File: config.mk
export PLATFORM = sky130hd
export DESIGN_NAME = keccak_padder_stream
export DESIGN_NICKNAME = d
export VERILOG_FILES = /design/src/rtl/keccak_pkg.sv /design/src/rtl/keccak_word_pad.sv /design/src/rtl/keccak_padder_stream.sv
export SDC_FILE = /design/constraint.sdc
export NUM_CORES = 1
export LEC_CHECK = 0
export ABC_AREA = 1
export BUFFER_PORTS_ARGS = -buffer_cell sky130_fd_sc_hd__buf_2
export CORE_AREA = 3 3 456 458
export CTS_CLUSTER_DIAMETER = 80
export DETAILED_ROUTE_END_ITERATION = 8
export DIE_AREA = 0 0 459 461
export GPL_TIMING_DRIVEN = 0
export PLACE_DENSITY = 0.43
export SLEW_MARGIN = 15
export SYNTH_ARGS = -nofsm -noshare
export SYNTH_HDL_FRONTEND = slang
export SYNTH_SLANG_ARGS = --single-unit
File: constraint.sdc
create_clock -name clk -period 3.6 [get_ports clk]
set_clock_uncertainty 0.2 [all_clocks]
set_input_delay 1.08 -clock clk [delete_from_list [all_inputs] [get_ports clk]]
set_output_delay 1.08 -clock clk [all_outputs]
set_load 0.01 [all_outputs]
File: src/rtl/keccak_pkg.sv
// Shared types and constants for the Keccak streaming padder.
// Holds the padder FSM state encoding and the standard domain-separation suffix bytes.
package keccak_pkg;

    typedef enum logic [1:0] {
        StFill,
        StPad,
        StHold
    } state_e;

    localparam logic [7:0] SUFFIX_KECCAK = 8'h01;
    localparam logic [7:0] SUFFIX_SHA3   = 8'h06;
    localparam logic [7:0] SUFFIX_SHAKE  = 8'h1F;

endpackage

File: src/rtl/keccak_word_pad.sv
// Combinational per-word padder: trims a final word to its valid bytes and inserts the suffix.
// A pending suffix (deferred from a full final word) yields a suffix-only word.
module keccak_word_pad #(
    parameter int unsigned WORD_W = 64,
    parameter int unsigned BN_W   = $clog2(WORD_W / 8 + 1)
) (
    input  logic [WORD_W-1:0] i_word,
    input  logic [BN_W-1:0]   i_byte_num,
    input  logic              i_last,
    input  logic              i_pending,
    input  logic [7:0]        i_suffix,
    output logic [WORD_W-1:0] o_word,
    output logic              o_defer
);

    localparam int unsigned WB = WORD_W / 8;

    always_comb begin
        o_word  = i_word;
        // A full final word leaves no room for the suffix; it moves to the next slot.
        o_defer = !i_pending && i_last && (int'(i_byte_num) >= int'(WB));
        if (i_pending) begin
            o_word = {i_suffix, {(WORD_W - 8){1'b0}}};
        end else if (i_last) begin
            for (int b = 0; b < int'(WB); b++) begin
                if (b >= int'(i_byte_num)) begin
                    o_word[WORD_W-1-8*b -: 8] = (b == int'(i_byte_num)) ? i_suffix : 8'h00;
                end
            end
        end
    end

endmodule

File: src/rtl/keccak_padder_stream.sv
// Streaming Keccak padder: packs MSB-first message words into rate-sized blocks and applies
// suffix/0x80 multi-rate padding, emitting each block over a valid/ready handshake.
module keccak_padder_stream
    import keccak_pkg::*;
#(
    parameter int unsigned WORD_W    = 64,
    parameter int unsigned RATE_BITS = 1088,
    parameter logic [7:0]  SUFFIX    = SUFFIX_SHA3,
    localparam int unsigned WB       = WORD_W / 8,
    localparam int unsigned BN_W     = $clog2(WB + 1)
) (
    input  logic                 clk,
    input  logic                 rst_n,
    input  logic [WORD_W-1:0]    in_data,
    input  logic [BN_W-1:0]      in_byte_num,
    input  logic                 in_last,
    input  logic                 in_valid,
    output logic                 in_ready,
    output logic [RATE_BITS-1:0] out_block,
    output logic                 out_valid,
    input  logic                 out_ready,
    output logic                 out_last
);

    localparam int unsigned WORDS = RATE_BITS / WORD_W;
    localparam int unsigned CNT_W = (WORDS > 1) ? $clog2(WORDS) : 1;
    localparam logic [CNT_W-1:0] LAST_SLOT = CNT_W'(WORDS - 1);

    state_e               r_state, w_state_d;
    logic [CNT_W-1:0]     r_word_cnt, w_word_cnt_d;
    logic                 r_pending, w_pending_d;
    logic                 r_out_last, w_out_last_d;
    logic                 r_active;
    logic [RATE_BITS-1:0] r_block, w_block_d;

    logic              w_fill, w_accept, w_last_slot, w_write, w_ends, w_defer;
    logic [WORD_W-1:0] w_pad_in, w_padded, w_slot;

    assign w_fill      = (r_state == StFill);
    assign in_ready    = w_fill && r_active;
    assign w_accept    = in_valid && in_ready;
    assign w_last_slot = (r_word_cnt == LAST_SLOT);
    assign w_pad_in    = w_fill ? in_data : '0;

    assign out_block = r_block;
    assign out_valid = (r_state == StHold);
    assign out_last  = r_out_last;

    keccak_word_pad #(
        .WORD_W (WORD_W),
        .BN_W   (BN_W)
    ) u_word_pad (
        .i_word     (w_pad_in),
        .i_byte_num (in_byte_num),
        .i_last     (w_fill && in_last),
        .i_pending  (!w_fill && r_pending),
        .i_suffix   (SUFFIX),
        .o_word     (w_padded),
        .o_defer    (w_defer)
    );

    always_comb begin
        w_state_d    = r_state;
        w_word_cnt_d = r_word_cnt;
        w_pending_d  = r_pending;
        w_out_last_d = r_out_last;
        w_block_d    = r_block;
        w_write      = 1'b0;
        w_ends       = 1'b0;

        unique case (r_state)
            StFill: begin
                if (w_accept) begin
                    w_write = 1'b1;
                    if (in_last) begin
                        if (w_defer) begin
                            w_pending_d = 1'b1;
                        end else begin
                            w_ends = 1'b1;
                        end
                    end
                    if (w_last_slot) begin
                        w_state_d    = StHold;
                        w_out_last_d = w_ends;
                    end else begin
                        w_word_cnt_d = r_word_cnt + 1'b1;
                        if (in_last) begin
                            w_state_d = StPad;
                        end
                    end
                end
            end
            StPad: begin
                w_write     = 1'b1;
                w_ends      = 1'b1;
                w_pending_d = 1'b0;
                if (w_last_slot) begin
                    w_state_d    = StHold;
                    w_out_last_d = 1'b1;
                end else begin
                    w_word_cnt_d = r_word_cnt + 1'b1;
                end
            end
            StHold: begin
                if (out_ready) begin
                    w_word_cnt_d = '0;
                    w_block_d    = '0;
                    w_out_last_d = 1'b0;
                    // A deferred suffix still owes the message a padding-only block.
                    w_state_d    = (!r_out_last && r_pending) ? StPad : StFill;
                    if (r_out_last) begin
                        w_pending_d = 1'b0;
                    end
                end
            end
            default: w_state_d = StFill;
        endcase

        w_slot = w_padded;
        if (w_ends && w_last_slot) begin
            w_slot[7:0] = w_slot[7:0] | 8'h80;
        end
        if (w_write) begin
            w_block_d[RATE_BITS-1-int'(r_word_cnt)*WORD_W -: WORD_W] = w_slot;
        end
    end

    always_ff @(posedge clk or negedge rst_n) begin
        if (!rst_n) begin
            r_state    <= StFill;
            r_word_cnt <= '0;
            r_pending  <= 1'b0;
            r_out_last <= 1'b0;
            r_block    <= '0;
            r_active   <= 1'b0;
        end else begin
            r_state    <= w_state_d;
            r_word_cnt <= w_word_cnt_d;
            r_pending  <= w_pending_d;
            r_out_last <= w_out_last_d;
            r_block    <= w_block_d;
            r_active   <= 1'b1;
        end
    end

endmodule
==> flow_summary.json <==
{
  "outcome": "finished, final reports clean",
  "cp-start-kind": "flip-flop",
  "cap_viol_max_count": 0,
  "grt_pass1_vias": 43800,
  "vias_per_cell": 4.79,
  "cpPeakStageDelay_ps": 940,
  "ys_ff_latch": 1098,
  "yosys-top-cells-area": "dfrtp_1 60%, nand2_1 15%, nand3_1 8.6%",
  "pwr_density_cell_nw_per_um2": 934,
  "overflow": 0,
  "cts-buffers-inserted": 144,
  "ir_drop_mv": 0.463,
  "grt_pass1_wl_mm": 400,
  "routedWlPerCell_um": 32.2,
  "final_util_pct": 30.3,
  "setup_tns_ps": 0,
  "slowest_stage": "buf_1",
  "cp.required_ps": 4130,
  "fmaxAchievable_ghz": 0.284,
  "initialDrtViolationCount": 3812,
  "setup_ws_ps": 81.4,
  "ys_warn_count": 0,
  "vias": 45200,
  "die_h_um": 461,
  "io_pins": 1164,
  "die_w_um": 459,
  "final_hold_viol_count": 0,
  "ys_seq_area_share_pct": 60.5,
  "path_class": "flip-flop to flip-flop",
  "top_layer": "met5",
  "drv_slew": 0,
  "holdWs_ps": 293,
  "portBuffers": 1163,
  "cts_tree": "yes",
  "critPathMaxFanout": 10,
  "place_congestion": 0.882,
  "start_util_pct": 22.2,
  "synth_top_area_share_pct": 60.5,
  "syn_nets": 5329,
  "wl_met3_mm": 26.2,
  "rows": 166,
  "wl_met2_mm": 144,
  "syn_inst": 5248,
  "fp.coreArea_sq_um": 204000,
  "cts_root_buffer": "clkbuf_16",
  "crit_path_frequent_cell": "buf_12",
  "firstDrtPassIters": 6,
  "nets": 6717,
  "post-place-ws_ps": -2210,
  "drtAntennaViolNets": 0,
  "hp-class": "flip-flop to flip-flop",
  "grt_max_degree": 137,
  "p_total_uw": 57800,
  "period_share_pct": 97.7,
  "finalWirelength_mm": 304,
  "p_leak_uw": 0.0334,
  "area.growth.synth_to_final_pct": 36.2,
  "synth.largest_area_cell": "dfrtp_1",
  "cp_cell_sequence": "buf_4, inv_2, buf_12, buf_12, buf_6, ha_2, inv_1, clkbuf_2, buf_1, nand3_1, nand2_1",
  "setup_violations": 0,
  "antenna_found_initial": 43,
  "period_needed_ps": 3520,
  "syn_avg_cell_area_sq_um": 8.66,
  "synth_cell_types": 33,
  "rsz0062_at_grt": "yes",
  "worst_slew_pin_slew_ps": 1210,
  "drive_above_1_share_pct": 27.6,
  "relSlewSlack_pct": 18.9,
  "place_hpwl_mm": 236,
  "fp.dieArea_sq_um": 212000,
  "clk_pin_slew_worst_paths_ps": 60,
  "grt_usage_pct": 27.8,
  "crit_path_end_kind": "flip-flop",
  "wl_met1_mm": 121,
  "cts_sinks": 1098,
  "clock_path_buffers": 3,
  "h-tree-depth": 4,
  "post-route-drc-count": 0,
  "insertion_delay_ps": 780,
  "syn_area_sq_um": 45400,
  "cp.arrival_ps": 4050
}
## worst paths after layout
check | startpoint | endpoint | slack [ps] | depth (start not counted)
worst max-delay path | r_word_cnt[0] | out_block[874] | 80 | 11
min in group asynchronous | rst_n | out_block[584] | 580 | 2
worst min-delay path | out_block[230] | out_block[230] | 290 | 2
worst max register to register | r_word_cnt[0] | out_block[874] | 80 | 11
max in group asynchronous | rst_n | out_block[198] | 380 | 6
worst min register to register | out_block[230] | out_block[230] | 290 | 2
## per-layer routing
metal / vias to the layer above / track usage, %
li1: 19700 / -
met1: 22900 / 33.8
met2: 2156 / 46.0
met3: 440 / 8.27
met4: 10 / 11.2
met5: - / 0
## per-stage QoR
step	cell area (sq um)	instances
2_1_floorplan	45400	5248
4_1_cts	61500	9421
3_5_place_dp	55500	9133
3_3_place_gp	54600	9099
6_report	61900	9449
5_1_grt	61900	9440
## worst max-delay path, delay by kind of cell (launching register included)
kind | cells | cell delay [ps]
flip-flops | 1 | 380
AND/OR/NAND/NOR | 2 | 310
adder cells (fa/ha/maj) | 1 | 350
buffers and inverters | 8 | 2200
## report_power, final
part | switching (uW) | internal (uW)
combinational | 17900 | 6440
clock | 6260 | 8830
sequential | 2330 | 16100
## Yosys cell counts
cell type  count
inv_1        208
nor3_2         2
o21ai_0      585
o21ai_1       39
conb_1         1
o211ai_1       1
o21bai_1      12
a21oi_2        1
o31ai_1        2
nand4_1       30
inv_2          6
nand4_2        1
nand2_2        4
buf_1         45
nor2_2         8
a21boi_0       1
clkbuf_1     226
nand3_2        1
buf_4         32
buf_2        120
nor3_1         4
dfrtp_1     1098
nand4_4        1
nor2_1       200
clkinv_1       2
nand3_1      778
buf_6          2
nand2_1     1809
mux2i_1        1
a21oi_1       15
ha_1           8
xor2_1         3
nor2_4         2
## layout make-up
| class | instances | area [sq um] |
|---|---|---|
| diodes | 11 | 27.5 |
| multi-input cells | 3509 | 15700 |
| plain buffers | 421 | 2460 |
| well taps | 2688 | 3360 |
| fillers | 22100 | 142000 |
| clock buffers | 201 | 4130 |
| clock inverters | 59 | 788 |
| inverters | 216 | 835 |
| flip-flops and latches | 1098 | 27500 |
| repair buffers | 1246 | 7100 |
## cell usage in the layout, fill, tap and decap left out, types with 77 or more instances in the layout
cell type / netlist / layout
buf_2: 120 / 1253
buf_4: 32 / 77
clkbuf_1: 226 / 137
clkbuf_16: 0 / 150
dfrtp_1: 1098 / 1096
inv_1: 208 / 200
nand2_1: 1809 / 1795
nand3_1: 778 / 763
nor2_1: 200 / 163
o21ai_0: 585 / 585
## cell families (layout without fill, tap and decap cells)
| kind of cell | count (synthesis) | count (layout) | synth area share (%) |
|---|---|---|---|
| and+or+nand+nor | 2840 | 2840 | 26.0 |
| DFF | 1098 | 1098 | 60.5 |
| AOI/OAI and AO/OA | 656 | 656 | 7.32 |
| buffers and inverters | 641 | 2143 | 5.92 |
| adders and majority gates | 8 | 8 | 0.220 |
| xor gates and xnor gates | 3 | 3 | 0.0578 |
| other | 1 | 12 | 0.00825 |
| muxes | 1 | 1 | 0.0220 |
## state kept, by name, indices dropped and copies added, names as in the netlist
register    flops
out_block    1088
out_last        1
r_active        1
r_pending       1
r_state         2
r_word_cnt      5
## repair_timing
item	4_1_cts	5_1_grt
pin swaps	20	8
cloned	0	2
endpoints found under the hold margin	55	0
setup buffers	30	16
setup endpoints to repair	1089	1217
hold buffers	1	0
resized for setup	243	97
Power figures use the tool's default switching activity.
